## config.mk

```make
export PLATFORM = sky130hd
export DESIGN_NAME = md_issue_ctrl
export DESIGN_NICKNAME = d
export VERILOG_FILES = /design/src/rtl/md_issue_ctrl.sv
export SDC_FILE = /design/constraint.sdc
export NUM_CORES = 1
export LEC_CHECK = 0
export ABC_CLOCK_PERIOD_IN_PS = 5200
export BUFFER_PORTS_ARGS = -buffer_cell sky130_fd_sc_hd__buf_2
export CORE_MARGIN = 8
export CORE_UTILIZATION = 49
export DETAILED_ROUTE_END_ITERATION = 10
export PLACE_DENSITY = 0.75
export SLEW_MARGIN = 5
export SYNTH_ARGS = -nofsm -noshare
export SYNTH_HDL_FRONTEND = slang
export SYNTH_SLANG_ARGS = --single-unit
```

## constraint.sdc

```tcl
create_clock -name clk -period 5.2 [get_ports clk]
set_clock_uncertainty 0.15 [all_clocks]
set_input_delay 0.26 -clock clk [delete_from_list [all_inputs] [get_ports clk]]
set_output_delay 0.26 -clock clk [all_outputs]
set_load 0.01 [all_outputs]
```

## src/rtl/md_issue_ctrl.sv

```systemverilog
// Issue controller for the multiply/divide unit: a small FIFO of pending MD ops
// that issues the head whenever the MD unit is idle, plus HI/LO read stall logic.
module md_issue_ctrl #(
    parameter int unsigned DEPTH = 2
) (
    input  logic        clk,
    input  logic        reset,
    input  logic        in_valid,
    input  logic [3:0]  in_op,
    input  logic [31:0] in_a,
    input  logic [31:0] in_b,
    output logic        in_ready,
    input  logic        mf_req,
    input  logic        flush,
    output logic        stall,
    output logic [3:0]  md_op,
    output logic [31:0] md_a,
    output logic [31:0] md_b,
    input  logic        md_busy,
    output logic [3:0]  count,
    output logic        div0
);

    localparam int unsigned PW = (DEPTH > 1) ? $clog2(DEPTH) : 1;

    logic [3:0]    r_op_mem [DEPTH];
    logic [31:0]   r_a_mem  [DEPTH];
    logic [31:0]   r_b_mem  [DEPTH];
    logic [PW-1:0] r_wptr;
    logic [PW-1:0] r_rptr;
    logic [3:0]    r_count;
    logic          r_div0;

    logic          w_op_legal;
    logic          w_push;
    logic          w_issue;
    logic [3:0]    w_head_op;
    logic [31:0]   w_head_a;
    logic [31:0]   w_head_b;
    logic          w_div_zero;

    always_comb begin
        w_op_legal = (in_op >= 4'd1) && (in_op <= 4'd6);
        in_ready   = (r_count < 4'(DEPTH));
        w_push     = in_valid & in_ready & w_op_legal & ~flush;
        // reset is also gated here so nothing issues while it is held
        w_issue    = (r_count != '0) & ~md_busy & ~flush & ~reset;
        w_head_op  = r_op_mem[r_rptr];
        w_head_a   = r_a_mem[r_rptr];
        w_head_b   = r_b_mem[r_rptr];
        w_div_zero = w_issue & ((w_head_op == 4'd3) || (w_head_op == 4'd4))
                     & (w_head_b == '0);
    end

    always_comb begin
        md_op = '0;
        md_a  = '0;
        md_b  = '0;
        if (w_issue) begin
            md_op = w_head_op;
            md_a  = w_head_a;
            md_b  = w_head_b;
        end
    end

    assign stall = (in_valid & ~in_ready) | (mf_req & ((r_count != '0) | md_busy));
    assign count = r_count;
    assign div0  = r_div0;

    // storage is not reset; occupancy alone decides what is valid
    always_ff @(posedge clk) begin
        if (w_push) begin
            r_op_mem[r_wptr] <= in_op;
            r_a_mem[r_wptr]  <= in_a;
            r_b_mem[r_wptr]  <= in_b;
        end
    end

    always_ff @(posedge clk or posedge reset) begin
        if (reset) begin
            r_wptr  <= '0;
            r_rptr  <= '0;
            r_count <= '0;
            r_div0  <= 1'b0;
        end else begin
            if (w_div_zero) begin
                r_div0 <= 1'b1;
            end
            if (flush) begin
                r_wptr  <= '0;
                r_rptr  <= '0;
                r_count <= '0;
            end else begin
                if (w_push) begin
                    r_wptr <= r_wptr + PW'(1);
                end
                if (w_issue) begin
                    r_rptr <= r_rptr + PW'(1);
                end
                r_count <= r_count + {3'b000, w_push} - {3'b000, w_issue};
            end
        end
    end

endmodule

```

==> impl_results.md <==
* TNS Setup at 0 ns
* Reg2reg end: r_b_mem[0][10]$_DFFE_PP_
* H-tree Lvls at 4
* PD cells at 388 nW/um^2
* DIE HEIGHT at 124 um
* Status: completed
* Drt pass-1 iters at 4
* WP data required at 5.09 ns
* Vias at 3868
* Initial Util at 0.503
* GRT Total Usage at 0.171
* Fraction of layout cells with a size suffix above 1 at 0.309
* Worst Setup Start Kind: register
* CP arrival at 2.94 ns
* Synth warn at 0
* Distinct cells, synth at 32
* Clock Sinks at 143
* Drt initial violations at 199
* Crit share post-route at 0.587
* Area Growth Syn to Fin at 38.7%
* Die ar. at 15400 um^2
* DP Wirelength at 8590 um
* CTS root buf: clkbuf_16
* IO Port Bufs at 148
* R2R cell count at 8
* Post-DP Area at 6620 um^2
* Top-count cell post-synth: edfxtp_1
* Post-synthesis sequential area ratio at 0.741
* PostCTS Resize Cnt at 0
* Post-synthesis register bit count at 143
* Core Region at 11400 um^2
* Biggest area consumer among synthesized cells: edfxtp_1
* Met1 usage in global routing at 0.162
* CTS Buf Count at 17
* Via density at 5.16
* R2r setup slk at 2.15 ns
* Met2 Use GR at 0.317
* Dpl ws at 2.16 ns
* Synthesized cell area at 5740 um^2
* Mapped Cells at 369
* Final WS setup at 2.15 ns
* Clock slew at reported path FFs at 0.06 ns
* Post-synth top area share at 0.711
* Max_cap viols at 0
* Global route hottest layer: met2
* RSZ-0062 raised after global routing: no
* Final count of negative-setup-slack endpoints at 0
* Crit path time final at 3.05 ns
* # nets final at 672
* Hold crit path type: in -> async
* RePlAce Congestion at 0.789
* CTS tree: done
* Most used DFF post-synth: edfxtp_1
* Cell Rows at 39
* Final WL at 13200 um
* Reg-to-Reg Start: count[2]$_DFF_PP0_
* Max transition margin at 0.176
* Top post-synthesis cells by area: edfxtp_1 71%, mux2i_1 12%, nor2_1 5.2%
* Fin. max-slew vios at 0
* Avg Cell Area, Syn at 15.6 um^2
* Largest net degree at the start of global routing at 75
* ANT nets after route at 0
* Critical-path maximum fanout at 46
* VDD IR max at 276 uV
* I/O pins at 149
* Clock latency on the worst-skew pair at 0.41 ns
* GR Layer Usage met3 at 0.0655
* Leak at 3.05 nW
* Clock Path Buffers at 2
* Vias in the first global route at 4282
* Synth async-reset ratio at 0.0490
* Number of synthesized flops with an enable pin at 136
* Path type of the worst setup path: reg -> reg
* Final Hold Vio Count at 0
* Syn_nets at 448
* PnR Total Power at 3.09 mW
* Setup crit end kind: register
* Least-Margin Pin Slew at 1.24 ns
* Total gr overflow at 0
* Post-DR wirelength/cell at 17.6 um
* Die W at 124 um
* Top cells by count, synth: 136 x edfxtp_1, 80 x nor2_1, 68 x mux2i_1
* Post-Layout Inst Area at 7970 um^2
* FMAX at 328 MHz
* First-pass GRT wire length at 20900 um
* Initial antenna violation count at 1
* DRC at 0
## cells by family (layout without fill, tap and decap cells)
family                     after synthesis  after routing  share of synthesized area
AOI/OAI and AO/OA                        9              9                    0.00915
xor gates and xnor gates                 3              3                    0.00458
adders and majority gates                5              5                     0.0122
buffers and inverters                   22            259                     0.0185
DFF                                    143            143                      0.741
muxes                                   68             68                      0.118
other                                    0              1                          0
and+or+nand+nor                        119            119                     0.0956
## repair_timing
action,in CTS,in global routing
hold endpoints to repair,147,0
setup endpoints to repair,0,0
hold buffers,70,0
buffers inserted,0,0
## routing by layer
layer,share of wire,wire (um)
met2,0.55,7220
met4,0.023,303
met3,0.059,777
met5,0,0
met1,0.37,4900
## metrics by stage
stage               cells  utilization  hold WS (ns)
floorplan             369            -       -0.0866
global placement      647        0.580        0.0752
detailed placement    647        0.580        0.0763
CTS                   749        0.698         0.197
global route          750        0.698         0.215
finish                750        0.698         0.200
## worst max-delay path by stage
stage	start	endpoint	slack [ns]	cells past startpoint
2_1_floorplan	count[2]$_DFF_PP0_	r_a_mem[0][0]$_DFFE_PP_	0.44	7
3_3_place_gp	count[2]$_DFF_PP0_	r_a_mem[0][31]$_DFFE_PP_	2.25	8
3_5_place_dp	count[2]$_DFF_PP0_	r_a_mem[0][31]$_DFFE_PP_	2.16	8
4_1_cts	count[2]$_DFF_PP0_	r_b_mem[0][2]$_DFFE_PP_	2.14	8
5_1_grt	count[2]$_DFF_PP0_	md_a[6]	1.94	7
6_report	count[2]$_DFF_PP0_	r_b_mem[0][10]$_DFFE_PP_	2.15	8
## power breakdown
group	switching (mW)	total, mW	internal [mW]
clock	0.447	1.30	0.852
sequential	0.0749	1.40	1.32
combinational	0.191	0.395	0.204
total	0.712	3.09	2.38
## worst max-delay path, cell delays in order, from the launching register on
cell and delay (ns):
dfrtp_1 0.38, inv_1 0.08, ha_1 0.17, nand2_1 0.10, inv_1 0.08, nand4_1 0.14
or2_2 0.38, nor2_4 0.52, buf_4 0.65
## cells in the final DEF (no fill, tap or decap), types with 3 or more instances in the layout
| cell | netlist | final |
|---|---|---|
| nor3_1 | 3 | 3 |
| dlygate4sd3_1 | 0 | 70 |
| nand4_1 | 5 | 5 |
| nor4_1 | 15 | 15 |
| a21oi_1 | 5 | 5 |
| dfrtp_1 | 7 | 6 |
| bufinv_16 | 0 | 5 |
| nor2_1 | 80 | 78 |
| edfxtp_1 | 136 | 136 |
| buf_4 | 0 | 3 |
| buf_2 | 7 | 148 |
| ha_1 | 4 | 4 |
| clkbuf_16 | 0 | 17 |
| inv_1 | 6 | 6 |
| mux2i_1 | 68 | 68 |
| xnor2_1 | 3 | 3 |
## sequential cells by signal, indices dropped and copies added, names as in the netlist
name and count:
r_op_mem 8, r_rptr 1, count 4, div0 1
r_wptr 1, r_b_mem 64, r_a_mem 64
## layout make-up
class | count | area (um^2)
Timing Repair Buffer | 221 | 1460
Sequential cell | 143 | 4260
Tap cell | 143 | 179
Fill cell | 787 | 3450
Antenna cell | 1 | 2.50
Clock inverter | 14 | 214
Inverter | 6 | 22.5
Multi-Input combinational cell | 204 | 1390
Clock buffer | 18 | 429
(Power assumes the default switching activity.)
